--- config.mk ---
export PLATFORM = sky130hd
export DESIGN_NAME = writeback_stage
export DESIGN_NICKNAME = d
export VERILOG_FILES = /design/src/rtl/riscv_pkg.sv /design/src/rtl/load_extend.sv /design/src/rtl/writeback_stage.sv
export SDC_FILE = /design/constraint.sdc
export NUM_CORES = 1
export LEC_CHECK = 0
export ABC_AREA = 0
export BUFFER_PORTS_ARGS = -buffer_cell sky130_fd_sc_hd__buf_2
export CORE_ASPECT_RATIO = 1.1
export CORE_MARGIN = 2
export CORE_UTILIZATION = 50
export DETAILED_ROUTE_END_ITERATION = 7
export PLACE_DENSITY = 0.89
export SYNTH_ARGS = -nofsm -noshare
export SYNTH_HDL_FRONTEND = slang
export SYNTH_SLANG_ARGS = --single-unit
--- constraint.sdc ---
create_clock -name clk -period 2.3 [get_ports clk]
set_input_delay 0.23 -clock clk [delete_from_list [all_inputs] [get_ports clk]]
set_output_delay 0.23 -clock clk [all_outputs]
set_load 0.01 [all_outputs]
--- src/rtl/riscv_pkg.sv ---
// Shared RISC-V definitions: writeback source select,
// load funct3 codes and the writeback FSM state type.
package riscv_pkg;

    localparam logic [1:0] WB_ALU  = 2'd0;
    localparam logic [1:0] WB_LOAD = 2'd1;
    localparam logic [1:0] WB_PC4  = 2'd2;
    localparam logic [1:0] WB_IMM  = 2'd3;

    localparam logic [2:0] F3_LB  = 3'd0;
    localparam logic [2:0] F3_LH  = 3'd1;
    localparam logic [2:0] F3_LW  = 3'd2;
    localparam logic [2:0] F3_LBU = 3'd4;
    localparam logic [2:0] F3_LHU = 3'd5;

    typedef enum logic [1:0] {
        IDLE      = 2'd0,
        WAIT_LOAD = 2'd1,
        COMMIT    = 2'd2
    } wb_state_e;

endpackage

--- src/rtl/load_extend.sv ---
// Load data alignment: byte/halfword pick from the response word
// followed by sign or zero extension.
module load_extend
    import riscv_pkg::*;
(
    input  logic [31:0] data_i,
    input  logic [2:0]  funct3_i,
    input  logic [1:0]  addr_low_i,
    output logic [31:0] result_o
);

    logic [7:0]  byte_sel;
    logic [15:0] half_sel;

    always_comb begin
        byte_sel = data_i[8*addr_low_i +: 8];
        half_sel = data_i[16*addr_low_i[1] +: 16];
    end

    // Reserved funct3 codes (3, 6, 7) fall through to a full word.
    always_comb begin
        case (funct3_i)
            F3_LB:   result_o = {{24{byte_sel[7]}}, byte_sel};
            F3_LH:   result_o = {{16{half_sel[15]}}, half_sel};
            F3_LBU:  result_o = {24'd0, byte_sel};
            F3_LHU:  result_o = {16'd0, half_sel};
            default: result_o = data_i;
        endcase
    end

endmodule

--- src/rtl/writeback_stage.sv ---
// Writeback stage: picks the result source, waits for load data,
// drives the register-file write port and counts retirements.
module writeback_stage
    import riscv_pkg::*;
#(
    parameter int XLEN = 32
) (
    input  logic            clk,
    input  logic            rst_n,
    input  logic            inValid,
    output logic            inReady,
    input  logic            inRegWrite,
    input  logic [4:0]      inRd,
    input  logic [1:0]      inWbSel,
    input  logic [XLEN-1:0] inAluResult,
    input  logic [XLEN-1:0] inPcPlus4,
    input  logic [XLEN-1:0] inImm,
    input  logic [2:0]      inLoadFunct3,
    input  logic [1:0]      inAddrLow,
    input  logic            memRspValid,
    input  logic [XLEN-1:0] memRspData,
    output logic            RegWrite,
    output logic [4:0]      writeReg,
    output logic [XLEN-1:0] writeData,
    output logic [63:0]     instret,
    output logic            rspError
);

    wb_state_e state_q, state_d;

    logic [4:0]      rd_q;
    logic            regwr_q;
    logic [2:0]      funct3_q;
    logic [1:0]      addr_q;
    logic            wr_q;
    logic [4:0]      wreg_q;
    logic [XLEN-1:0] wdata_q;
    logic [63:0]     instret_q;
    logic            err_q;

    logic            accept;
    logic            is_load;
    logic            rsp_take;
    logic [XLEN-1:0] sel_val;
    logic [XLEN-1:0] ld_val;

    load_extend u_ext (
        .data_i     (memRspData),
        .funct3_i   (funct3_q),
        .addr_low_i (addr_q),
        .result_o   (ld_val)
    );

    always_comb begin
        accept   = inValid && inReady;
        is_load  = (inWbSel == WB_LOAD);
        rsp_take = (state_q == WAIT_LOAD) && memRspValid;
        case (inWbSel)
            WB_PC4:  sel_val = inPcPlus4;
            WB_IMM:  sel_val = inImm;
            default: sel_val = inAluResult;
        endcase
    end

    always_ff @(posedge clk or negedge rst_n) begin
        if (!rst_n) state_q <= IDLE;
        else        state_q <= state_d;
    end

    always_comb begin
        state_d = state_q;
        case (state_q)
            WAIT_LOAD: if (memRspValid) state_d = COMMIT;
            default: begin
                if (!accept)      state_d = IDLE;
                else if (is_load) state_d = WAIT_LOAD;
                else              state_d = COMMIT;
            end
        endcase
    end

    always_comb begin
        inReady  = (state_q != WAIT_LOAD);
        RegWrite = (state_q == COMMIT) && wr_q;
    end

    // Write port regs only change when a result is known, so they
    // hold their last value through IDLE and WAIT_LOAD.
    always_ff @(posedge clk or negedge rst_n) begin
        if (!rst_n) begin
            rd_q      <= '0;
            regwr_q   <= 1'b0;
            funct3_q  <= '0;
            addr_q    <= '0;
            wr_q      <= 1'b0;
            wreg_q    <= '0;
            wdata_q   <= '0;
            instret_q <= '0;
            err_q     <= 1'b0;
        end else begin
            if (accept && !is_load) begin
                wreg_q  <= inRd;
                wdata_q <= sel_val;
                wr_q    <= inRegWrite && (inRd != 5'd0);
            end
            if (accept && is_load) begin
                rd_q     <= inRd;
                regwr_q  <= inRegWrite;
                funct3_q <= inLoadFunct3;
                addr_q   <= inAddrLow;
            end
            if (rsp_take) begin
                wreg_q  <= rd_q;
                wdata_q <= ld_val;
                wr_q    <= regwr_q && (rd_q != 5'd0);
            end
            if (state_q == COMMIT) instret_q <= instret_q + 64'd1;
            if (memRspValid && state_q != WAIT_LOAD) err_q <= 1'b1;
        end
    end

    always_comb begin
        writeReg  = wreg_q;
        writeData = wdata_q;
        instret   = instret_q;
        rspError  = err_q;
    end

endmodule
==> flow_metrics.py <==
metrics = {
    "setup_path": {
        "critPathRequiredTime_ps": 2610,
        "worstSetupStartpointType": "flip-flop",
        "path_buf_inv": 1,
        "cp_slowest_stage_delay_ps": 450,
        "cp_common_cell": "nand4_2",
        "r2r-end": "instret[60]$_DFFE_PN0N_",
        "ff2ff_setup_slack_ps": 190,
        "crit_type": "reg2reg",
        "r2r-start": "instret[12]$_DFFE_PN0N_",
        "crit_path_cell_trace": "nand4_2 -> and4bb_4 -> nand4_2 -> buf_4 -> nor4_1 -> xor2_1",
        "cp_num_cells": 6,
        "cp_top_family": "simple AND/OR/NAND/NOR gates",
        "r2r_cells": 6,
        "critPathCaptureType": "flip-flop",
        "crit_path_end": "instret[60]$_DFFE_PN0N_",
        "path_max_fanout": 13,
        "timing.critical_path.from": "instret[12]$_DFFE_PN0N_",
        "critPathArrivalTime_ps": 2410,
        "crit_slowest_cell": "dfrtp_1",
    },
    "timing": {
        "max_freq_ghz": 0.475,
        "rsz0062_at_grt": "false",
        "finalCritPeriodShare_pct": 91.5,
        "slew_headroom_pct": 49.8,
        "hold_viol_final": 0,
        "fin_setup_tns_ps": 0,
        "setup_violations": 0,
        "min_period_ps": 2110,
        "drv_slew": 0,
        "fin_hold_ws_ps": 45.3,
        "skew_ps": 12.7,
        "worstMarginPinSlew_ps": 749,
    },
    "detailed_routing": {
        "wire_per_inst_um": 17.4,
        "vias": 6090,
        "routed_via_density": 5.75,
        "wl_um": 18500,
        "top_layer_used": "met4",
        "met1_length_um": 7300,
        "ant_nets": 0,
        "first_pass_iters": 5,
        "wl_met3_um": 1300,
        "drc": 0,
        "met2_wirelength_um": 9290,
        "drt-initial-drc-count": 364,
    },
    "global_routing": {
        "antenna_found_initial": 2,
        "grt_overflow_total": 0,
        "grt_pass1_vias": 5798,
        "grt.total_usage_pct": 26.4,
        "grt_pass1_wl_um": 28700,
        "grt_max_degree": 69,
    },
    "logic_synthesis": {
        "synthFlopType": "dfrtp_1",
        "yosys.area.top_type": "dfrtp_1",
        "synthCells": 638,
        "avgSynthCellArea_um2": 10.1,
        "synth_edf_count": 0,
        "synth_cell_type_count": 52,
        "synthArstFlopShare_pct": 100,
        "seq_area_frac_synth_pct": 44.9,
        "syn_area_um2": 6460,
        "synth_seq_cells": 116,
        "synth_top_area_share_pct": 44.9,
        "synth_nets": 784,
        "ys.warnings.count": 0,
        "synthTopCellsByArea": "dfrtp_1, mux2i_1, a211oi_1",
    },
    "pwr": {
        "p_total_w": 0.00654,
        "power_density_nw_per_um2": 766,
        "leakage_nw": 4.34,
        "ir_worst_vdd_v": 0.000524,
    },
    "placement": {
        "dp_hpwl_um": 14000,
        "routabilityCongestion": 0.920,
        "port_buffers": 248,
    },
    "min_path": {
        "min_path_cells": 2,
        "hp-class": "in2reg",
    },
    "run_status": {
        "status": "finished, final reports clean",
    },
    "run": {
        "cap_violations": 0,
    },
    "floorplanning": {
        "die_h_um": 123,
        "die_w_um": 112,
        "placementRows": 43,
        "dieArea_um2": 13900,
        "start_util_pct": 51.1,
        "num_io_pins": 249,
        "core_area_um2": 12600,
    },
    "finish": {
        "layout-drive-gt1-share_pct": 37.4,
        "synthToLayoutAreaGrowth_pct": 32.1,
        "final_cell_mix": "buf_2, dfrtp_1, a21oi_1",
        "nets": 1034,
        "layout_commonest_cell": "buf_2",
    },
    "cts": {
        "cts_inserted_buffers": 17,
        "htreeDepth": 4,
        "clk_pin_slew_ps": 50,
        "clock_latency_ps": 410,
        "root_buffer": "clkbuf_16",
        "cts.path.max_buffers": 2,
        "cts_setup_buffers": 0,
        "cts_tree": "built",
        "cts_sinks": 116,
    },
}
-- routing by layer --
layer	GRT usage [%]	vias to the layer above
li1	-	2853
met1	31.8	2910
met2	45.0	279
met3	7.01	48
met4	11.6	0
met5	0	-
-- repair_timing --
action                                  in CTS  in global routing
endpoints found under the hold margin       46                  0
resized for setup                            0                  0
hold buffers                                 1                  0
endpoints found under the setup margin       0                  2
-- metrics by stage --
stage | cells | util (%) | setup WS (ps) | area (µm²)
3_5_place_dp | 1025 | 62.8 | 194 | 7940
4_1_cts | 1058 | 67.5 | 109 | 8530
5_1_grt | 1059 | 67.5 | 9.27 | 8530
2_1_floorplan | 638 | - | 360 | 6460
6_report | 1060 | 67.5 | 195 | 8540
3_3_place_gp | 1025 | 62.8 | 316 | 7940
-- state kept, by name, summed over array words and instances (netlist names) --
signal / count
writeReg: 5
wr_q: 1
addr_q: 2
regwr_q: 1
state_q: 2
writeData: 32
instret: 64
rd_q: 5
funct3_q: 3
rspError: 1
-- cells by family after synthesis --
group | after synthesis | share of synthesized area [%]
AND/OR/NAND/NOR | 181 | 16.1
AO/OA/AOI/OAI | 155 | 15.9
flip-flops | 116 | 44.9
multiplexers | 68 | 11.0
XOR/XNOR | 63 | 8.54
buffers and inverters | 54 | 3.39
adder cells (fa/ha/maj) | 1 | 0.194
-- worst min-delay path by stage --
stage,start,end
floorplan,rst_n,addr_q[0]$_DFFE_PN0P_
global placement,rst_n,instret[57]$_DFFE_PN0N_
detailed placement,rst_n,instret[54]$_DFFE_PN0N_
CTS,inLoadFunct3[0],funct3_q[0]$_DFFE_PN0P_
global route,inLoadFunct3[0],funct3_q[0]$_DFFE_PN0P_
finish,inLoadFunct3[0],funct3_q[0]$_DFFE_PN0P_
-- cells in the mapped netlist, types with 2 or more instances --
cell type and number:
buf_1 3, buf_2 7, a22o_1 7, a221oi_1 7, nor3_2 4, a211oi_1 55, o22ai_1 8, nor4_4 3
and3_1 7, and2_1 3, nor3_1 14, nor4_1 5, a21oi_1 64, o21ai_0 3, a22oi_1 7, xnor2_1 35
nand4_2 4, or2_4 2, nand2_1 27, dfrtp_1 116, nor4_2 2, nand3_1 18, or3_2 2, nand2b_1 5
or4_1 2, inv_1 14, nand4_1 10, nor2_1 59, mux2i_1 54, mux2_2 13, and4_1 2, xor2_1 28
nor3b_1 2, clkbuf_1 28
-- power by group --
group          switching [W]  internal [W]  leakage [nW]
sequential          0.000212       0.00229          1.50
combinational       0.000802      0.000671          2.55
clock               0.000894       0.00167         0.291
total                0.00191       0.00463          4.34
-- area by class of cell --
type                    count  area (µm²)
fillers                   952        4110
multi-input cells         468        3350
flip-flops and latches    116        2900
repair buffers            270        1450
clock buffers              23         478
well taps                 157         196
clock inverters             9         103
inverters                  15        56.3
diodes                      2        5.00
Note: power is estimated with default switching activity, not from simulation.
